### config.mk
export PLATFORM = sky130hd
export DESIGN_NAME = alu_exec_unit
export DESIGN_NICKNAME = d
export VERILOG_FILES = /design/src/rtl/alu_exec_pkg.sv /design/src/rtl/alu_muldiv_seq.sv /design/src/rtl/alu_exec_unit.sv
export SDC_FILE = /design/constraint.sdc
export NUM_CORES = 1
export LEC_CHECK = 0
export CAP_MARGIN = 5
export CELL_PAD_IN_SITES_DETAIL_PLACEMENT = 0
export CELL_PAD_IN_SITES_GLOBAL_PLACEMENT = 1
export CORE_MARGIN = 2
export CORE_UTILIZATION = 43
export CTS_CLUSTER_DIAMETER = 150
export DETAILED_ROUTE_END_ITERATION = 10
export GPL_ROUTABILITY_DRIVEN = 0
export PLACE_DENSITY = 0.86
export SLEW_MARGIN = 20
export SYNTH_ARGS = -nofsm -noshare
export SYNTH_HDL_FRONTEND = slang
export SYNTH_SLANG_ARGS = --single-unit
### constraint.sdc
create_clock -name clk -period 4.69 [get_ports clk]
set_clock_uncertainty 0.15 [all_clocks]
set_input_delay 0.938 -clock clk [delete_from_list [all_inputs] [get_ports clk]]
set_output_delay 0.938 -clock clk [all_outputs]
set_load 0.1 [all_outputs]
### src/rtl/alu_exec_pkg.sv
// Shared encodings for the MIPS ALU execute stage: funct/ALUop codes, control codes, FSM states.
// Optional divider support is selected with the ALU_DIV_EN macro.
package alu_exec_pkg;

  localparam logic [1:0] OP_ADD   = 2'b00;
  localparam logic [1:0] OP_SUB   = 2'b01;
  localparam logic [1:0] OP_RTYPE = 2'b10;
  localparam logic [1:0] OP_ILL   = 2'b11;

  localparam logic [5:0] F_ADD   = 6'b100000;
  localparam logic [5:0] F_ADDU  = 6'b100001;
  localparam logic [5:0] F_SUB   = 6'b100010;
  localparam logic [5:0] F_SUBU  = 6'b100011;
  localparam logic [5:0] F_AND   = 6'b100100;
  localparam logic [5:0] F_OR    = 6'b100101;
  localparam logic [5:0] F_XOR   = 6'b100110;
  localparam logic [5:0] F_NOR   = 6'b100111;
  localparam logic [5:0] F_SLT   = 6'b101010;
  localparam logic [5:0] F_SLTU  = 6'b101011;
  localparam logic [5:0] F_MFHI  = 6'b010000;
  localparam logic [5:0] F_MFLO  = 6'b010010;
  localparam logic [5:0] F_MULT  = 6'b011000;
  localparam logic [5:0] F_MULTU = 6'b011001;
  localparam logic [5:0] F_DIV   = 6'b011010;
  localparam logic [5:0] F_DIVU  = 6'b011011;

  localparam logic [3:0] C_AND  = 4'b0000;
  localparam logic [3:0] C_OR   = 4'b0001;
  localparam logic [3:0] C_ADD  = 4'b0010;
  localparam logic [3:0] C_MFHI = 4'b0100;
  localparam logic [3:0] C_MFLO = 4'b0101;
  localparam logic [3:0] C_SUB  = 4'b0110;
  localparam logic [3:0] C_SLT  = 4'b0111;
  localparam logic [3:0] C_SLTU = 4'b1000;
  localparam logic [3:0] C_MUL  = 4'b1010;
  localparam logic [3:0] C_DIV  = 4'b1011;
  localparam logic [3:0] C_NOR  = 4'b1100;
  localparam logic [3:0] C_XOR  = 4'b1101;
  localparam logic [3:0] C_ILL  = 4'b1111;

  typedef enum logic [1:0] {S_IDLE, S_MUL, S_DIV} state_t;

  function automatic logic [3:0] decode_ctrl(input logic [1:0] aluop, input logic [5:0] funct);
    logic [3:0] c;
    c = C_ILL;
    case (aluop)
      OP_ADD: c = C_ADD;
      OP_SUB: c = C_SUB;
      OP_RTYPE: begin
        case (funct)
          F_ADD, F_ADDU:   c = C_ADD;
          F_SUB, F_SUBU:   c = C_SUB;
          F_AND:           c = C_AND;
          F_OR:            c = C_OR;
          F_XOR:           c = C_XOR;
          F_NOR:           c = C_NOR;
          F_SLT:           c = C_SLT;
          F_SLTU:          c = C_SLTU;
          F_MFHI:          c = C_MFHI;
          F_MFLO:          c = C_MFLO;
          F_MULT, F_MULTU: c = C_MUL;
`ifdef ALU_DIV_EN
          F_DIV, F_DIVU:   c = C_DIV;
`endif
          default:         c = C_ILL;
        endcase
      end
      default: c = C_ILL;
    endcase
    return c;
  endfunction

endpackage

### src/rtl/alu_muldiv_seq.sv
// Iterative shift-add multiplier and restoring divider, one bit per cycle on operand magnitudes.
// The divider datapath exists only when ALU_DIV_EN is defined.
module alu_muldiv_seq
  import alu_exec_pkg::*;
#(
  parameter int WIDTH = 32
) (
  input  logic             clk,
  input  logic             reset,
  input  logic             start,
  input  logic             step,
  input  logic             is_signed,
`ifdef ALU_DIV_EN
  input  logic             is_div,
`endif
  input  logic [WIDTH-1:0] a,
  input  logic [WIDTH-1:0] b,
  output logic             last,
  output logic [WIDTH-1:0] hi_res,
  output logic [WIDTH-1:0] lo_res
);

  localparam int CNT_W = $clog2(WIDTH + 1);
  localparam logic [CNT_W-1:0] LAST_CNT = CNT_W'(WIDTH - 1);

  logic [CNT_W-1:0]   cnt;
  logic [2*WIDTH-1:0] prod, prod_next, prod_fix;
  logic [WIDTH-1:0]   mcand, a_mag, b_mag;
  logic [WIDTH:0]     psum;
  logic               neg_prod;

  assign a_mag = (is_signed && a[WIDTH-1]) ? -a : a;
  assign b_mag = (is_signed && b[WIDTH-1]) ? -b : b;
  assign last  = step && (cnt == LAST_CNT);

  // Upper half accumulates the multiplicand whenever the multiplier LSB shifting out is set.
  assign psum      = {1'b0, prod[2*WIDTH-1:WIDTH]} + (prod[0] ? {1'b0, mcand} : '0);
  assign prod_next = {psum, prod[WIDTH-1:1]};
  assign prod_fix  = neg_prod ? -prod_next : prod_next;

`ifdef ALU_DIV_EN
  logic             op_div, neg_quo, neg_rem, div_zero;
  logic [WIDTH-1:0] rem, quo, dsor, a_raw, rem_next, quo_next;
  logic [WIDTH:0]   shifted, diff;

  assign shifted = {rem, quo[WIDTH-1]};
  assign diff    = shifted - {1'b0, dsor};

  always_comb begin
    rem_next = shifted[WIDTH-1:0];
    quo_next = {quo[WIDTH-2:0], 1'b0};
    if (!diff[WIDTH]) begin
      rem_next = diff[WIDTH-1:0];
      quo_next = {quo[WIDTH-2:0], 1'b1};
    end
  end

  // Divide-by-zero bypasses the iterated values: all-ones quotient, dividend as remainder.
  always_comb begin
    hi_res = prod_fix[2*WIDTH-1:WIDTH];
    lo_res = prod_fix[WIDTH-1:0];
    if (op_div) begin
      if (div_zero) begin
        hi_res = a_raw;
        lo_res = '1;
      end else begin
        hi_res = neg_rem ? -rem_next : rem_next;
        lo_res = neg_quo ? -quo_next : quo_next;
      end
    end
  end
`else
  assign hi_res = prod_fix[2*WIDTH-1:WIDTH];
  assign lo_res = prod_fix[WIDTH-1:0];
`endif

  always_ff @(posedge clk) begin
    if (reset) begin
      cnt      <= '0;
      prod     <= '0;
      mcand    <= '0;
      neg_prod <= 1'b0;
`ifdef ALU_DIV_EN
      op_div   <= 1'b0;
      neg_quo  <= 1'b0;
      neg_rem  <= 1'b0;
      div_zero <= 1'b0;
      rem      <= '0;
      quo      <= '0;
      dsor     <= '0;
      a_raw    <= '0;
`endif
    end else if (start) begin
      cnt      <= '0;
      prod     <= {{WIDTH{1'b0}}, b_mag};
      mcand    <= a_mag;
      neg_prod <= is_signed && (a[WIDTH-1] ^ b[WIDTH-1]);
`ifdef ALU_DIV_EN
      op_div   <= is_div;
      neg_quo  <= is_signed && (a[WIDTH-1] ^ b[WIDTH-1]);
      neg_rem  <= is_signed && a[WIDTH-1];
      div_zero <= (b == '0);
      rem      <= '0;
      quo      <= a_mag;
      dsor     <= b_mag;
      a_raw    <= a;
`endif
    end else if (step) begin
      cnt      <= cnt + 1'b1;
      prod     <= prod_next;
`ifdef ALU_DIV_EN
      rem      <= rem_next;
      quo      <= quo_next;
`endif
    end
  end

endmodule

### src/rtl/alu_exec_unit.sv
// MIPS EX-stage ALU: decode, registered single-cycle ops, HI/LO and an iterative MUL/DIV sequencer.
// Define ALU_DIV_EN to build the divider; otherwise div/divu decode as illegal.
module alu_exec_unit
  import alu_exec_pkg::*;
#(
  parameter int WIDTH  = 32,
  parameter int CTRL_W = 4
) (
  input  logic              clk,
  input  logic              reset,
  input  logic              valid_i,
  input  logic [1:0]        ALUop,
  input  logic [5:0]        funct,
  input  logic [WIDTH-1:0]  a,
  input  logic [WIDTH-1:0]  b,
  output logic              ready_o,
  output logic              busy,
  output logic              done,
  output logic [WIDTH-1:0]  result,
  output logic              zero,
  output logic [WIDTH-1:0]  hi,
  output logic [WIDTH-1:0]  lo,
  output logic [CTRL_W-1:0] alu_ctrl,
  output logic              illegal
);

  state_t           state, state_next;
  logic             accept, start_mul, start_div, seq_last;
  logic [3:0]       ctrl_dec;
  logic [WIDTH-1:0] alu_out, seq_hi, seq_lo;

  assign busy      = (state != S_IDLE);
  assign ready_o   = ~busy;
  assign accept    = valid_i & ready_o;
  assign ctrl_dec  = decode_ctrl(ALUop, funct);
  assign start_mul = accept && (ctrl_dec == C_MUL);
  assign start_div = accept && (ctrl_dec == C_DIV);

  alu_muldiv_seq #(.WIDTH(WIDTH)) u_seq (
    .clk       (clk),
    .reset     (reset),
    .start     (start_mul | start_div),
    .step      (busy),
    .is_signed (~funct[0]),
`ifdef ALU_DIV_EN
    .is_div    (ctrl_dec == C_DIV),
`endif
    .a         (a),
    .b         (b),
    .last      (seq_last),
    .hi_res    (seq_hi),
    .lo_res    (seq_lo)
  );

  always_comb begin
    alu_out = '0;
    case (ctrl_dec)
      C_ADD:   alu_out = a + b;
      C_SUB:   alu_out = a - b;
      C_AND:   alu_out = a & b;
      C_OR:    alu_out = a | b;
      C_XOR:   alu_out = a ^ b;
      C_NOR:   alu_out = ~(a | b);
      C_SLT:   alu_out = {{(WIDTH-1){1'b0}}, $signed(a) < $signed(b)};
      C_SLTU:  alu_out = {{(WIDTH-1){1'b0}}, a < b};
      C_MFHI:  alu_out = hi;
      C_MFLO:  alu_out = lo;
      default: alu_out = '0;
    endcase
  end

  always_ff @(posedge clk) begin
    if (reset) state <= S_IDLE;
    else       state <= state_next;
  end

  always_comb begin
    state_next = state;
    case (state)
      S_IDLE: begin
        if (start_mul)      state_next = S_MUL;
        else if (start_div) state_next = S_DIV;
      end
      S_MUL, S_DIV: if (seq_last) state_next = S_IDLE;
      default: state_next = S_IDLE;
    endcase
  end

  // Accepts only happen while idle, so they never collide with a sequencer completion.
  always_ff @(posedge clk) begin
    if (reset) begin
      result   <= '0;
      zero     <= 1'b0;
      hi       <= '0;
      lo       <= '0;
      alu_ctrl <= '0;
      illegal  <= 1'b0;
      done     <= 1'b0;
    end else begin
      done <= 1'b0;
      if (seq_last) begin
        hi   <= seq_hi;
        lo   <= seq_lo;
        done <= 1'b1;
      end else if (accept) begin
        alu_ctrl <= CTRL_W'(ctrl_dec);
        illegal  <= (ctrl_dec == C_ILL);
        if (!(start_mul || start_div)) begin
          result <= alu_out;
          zero   <= (alu_out == '0);
          done   <= 1'b1;
        end
      end
    end
  end

endmodule

==> results.json <==
{
  "vias_per_cell": 6.276,
  "nets": 3185,
  "avgSynthCellArea_sq_um": 7.340,
  "insertion_delay_ns": 0.55,
  "yosys_warnings": 0,
  "synth_edf_count": 0,
  "whs_ns": 0.3050,
  "multi_input_area_sq_um": 13510,
  "hold_viol_final": 0,
  "antenna_cells": 0,
  "slowest_stage": "or4b_4",
  "fin_crit_sh": 0.9915,
  "die_area_sq_um": 44510,
  "via_count": 22110,
  "hold_class": "reg2reg",
  "fin_util": 0.5861,
  "synth_top_family_by_area": "compound AO/OA/AOI/OAI gates",
  "synthAdderAreaFrac": 0.09834,
  "core_area_sq_um": 42130,
  "crit_path_start_kind": "input pin",
  "max_freq_mhz": 215.0,
  "post-dp-hpwl_microns": 64030,
  "synth_fp_nets": 2728,
  "ys.flop_type": "dfxtp_1",
  "critPathTopFamily": "simple AND/OR/NAND/NOR gates",
  "setup_viol": 0,
  "cts_hold_buffers": 0,
  "cpPeakStageDelay_ns": 0.57,
  "critPathBufInv": 4,
  "final.setup.tns_ns": 0,
  "overflow": 0,
  "yosysSeqAreaShare": 0.2260,
  "drc": 0,
  "nFillCells": 3833,
  "syn_area_sq_um": 18420,
  "synth_xor_xnor_area_share": 0.07416,
  "cp.arrival_ns": 4.95,
  "clock_sinks": 208,
  "drive_gt1_frac": 0.1796,
  "io_pins": 180,
  "cts-root-buf": "clkbuf_16",
  "synth-seq-cells": 208,
  "grt_pass1_wl_microns": 120300,
  "ff_latch_area_sq_um": 4165,
  "wl_per_cell_microns": 22.97,
  "crit_type": "in2reg",
  "tightest_slew_ns": 1.029,
  "yosys.area_share.simple": 0.2195,
  "first_iter_violations": 2880,
  "async_reset_ff_frac": 0,
  "clk_pin_slew_ns": 0.06,
  "maxSlewViolCount": 0,
  "syn_inst": 2510,
  "die_x_microns": 211.0,
  "synth.area.mux_share": 0.03437,
  "layout_min_cycle_time_ns": 4.650,
  "required_ns": 4.99,
  "rsz0062_at_grt": "true",
  "row_count": 75,
  "initial_utilization": 0.4372,
  "antenna_found_initial": 0,
  "synth_cell_types": 84,
  "port-buffer-count": 179,
  "crit_chain": "clkdlybuf4s50_1 > or4b_4 > or3_1 > and3_1 > buf_12 > buf_4 > buf_4 > mux2i_1 > o31ai_1 > a21oi_1 > o221a_2 > nand4_1 > or4_4 > nor3_2 > nand4_1 > o41ai_2",
  "grt_pass1_vias": 20800,
  "drt-pass1-iter-count": 8,
  "p_per_area_nw_per_um2": 245.3,
  "routed_wl_microns": 80910,
  "grt_max_degree": 100,
  "die_h_microns": 211.0,
  "status": "completed",
  "cts_buffers": 25,
  "drv_cap": 0,
  "worstPathMaxFanout": 12,
  "cp-end-kind": "register",
  "p_leak_uw": 0.01019,
  "slew_headroom": 0.3140,
  "peakVddDrop_uv": 301.5,
  "grtUsageTotal": 0.3488,
  "synth_compound_area_frac": 0.2881,
  "htreeDepth": 1,
  "cts_max_path_buffers": 3,
  "syn_to_final_growth_pct": 34.05,
  "cts_tree": "yes",
  "antenna_left": 0
}
synth_stat cells, types with 55 or more instances:
| cell | n | area [sq um] |
|---|---|---|
| nor2_1 | 318 | 1194 |
| nand2_1 | 221 | 829.6 |
| dfxtp_1 | 208 | 4164 |
| a21oi_1 | 205 | 1026 |
| a211oi_1 | 148 | 1111 |
| ha_1 | 140 | 1752 |
| clkbuf_1 | 139 | 521.8 |
| inv_1 | 129 | 484.2 |
| o21ai_0 | 106 | 530.5 |
| xnor2_1 | 97 | 849.6 |
| mux2i_1 | 61 | 610.6 |
| xor2_1 | 59 | 516.8 |
| nand3_1 | 55 | 275.3 |
path summary, 6_finish.rpt:
kind,start,to,slack (ns),depth (start not counted)
min reg2reg,u_seq.mcand[0],u_seq.mcand[0],0.31,2
max,funct[2],zero,0.04,16
max reg2reg,u_seq.prod[14],hi[31],0.17,11
min,u_seq.mcand[0],u_seq.mcand[0],0.31,2
sequential cells by signal, indices dropped and copies added (netlist names):
| signal | cells |
|---|---|
| alu_ctrl | 4 |
| done | 1 |
| hi | 32 |
| illegal | 1 |
| lo | 32 |
| result | 32 |
| state | 2 |
| u_seq.cnt | 6 |
| u_seq.mcand | 32 |
| u_seq.neg_prod | 1 |
| u_seq.prod | 64 |
| zero | 1 |
repair_timing:
action	4_1_cts	5_1_grt
gates resized for setup	5	58
pin swaps	0	11
endpoints found under the setup margin	1	16
buffers inserted	0	3
layout by cell type (no fill, tap or decap), types with 55 or more instances in the layout:
master | Yosys | routed
buf_4 | 0 | 399
nor2_1 | 318 | 314
nand2_1 | 221 | 220
dfxtp_1 | 208 | 207
a21oi_1 | 205 | 199
clkdlybuf4s50_1 | 0 | 176
a211oi_1 | 148 | 146
ha_1 | 140 | 133
inv_1 | 129 | 129
o21ai_0 | 106 | 101
xnor2_1 | 97 | 96
mux2i_1 | 61 | 61
xor2_1 | 59 | 59
nand3_1 | 55 | 55
metrics by stage:
stage	std cells	setup WS, ns	instance area, sq um	total power, uW
after global placement	3476	-0.7343	23470	3780
after global routing	3523	-0.06077	24700	6268
final	3523	0.03975	24700	6057
after floorplan	2510	0.3183	18420	2954
after CTS	3520	0.01570	24410	5986
after detailed placement	3476	-0.6737	23470	3807
routing by layer:
layer  vias to the layer above  GRT usage  wire, microns
met2                      1362     0.5335          33860
li1                      10070          -              -
met4                         0     0.2076           6057
met5                         -          0              0
met1                     10320     0.4540          32440
met3                       356    0.06958           8547
where the power goes:
group          leakage [uW]  internal [uW]  total [uW]  switching [uW]
Clock              0.000440           1370        2180             810
Sequential          0.00169           1820        1870            42.6
Combinational       0.00806            788        2010            1230
tightest hold or removal path, stage by stage, from the launching register on:
cell	delay (ns)
dfxtp_1	0.31
nand2_1	0.05
a21oi_1	0.05
kinds of logic after synthesis:
group,count (synthesis)
AO/OA/AOI/OAI,784
XOR/XNOR,156
adder cells (fa/ha/maj),143
buffers and inverters,286
flip-flops,208
multiplexers,63
AND/OR/NAND/NOR,870
cell type report:
| cell class | count | share of cell area |
|---|---|---|
| Multi-Input combinational cell | 2016 | 0.5469 |
| Timing Repair Buffer | 586 | 0.2002 |
| Sequential cell | 208 | 0.1687 |
| Clock buffer | 31 | 0.02787 |
| Tap cell | 539 | 0.02731 |
| Inverter | 130 | 0.01976 |
| Clock inverter | 13 | 0.009322 |
Power figures use the tool's default switching activity.
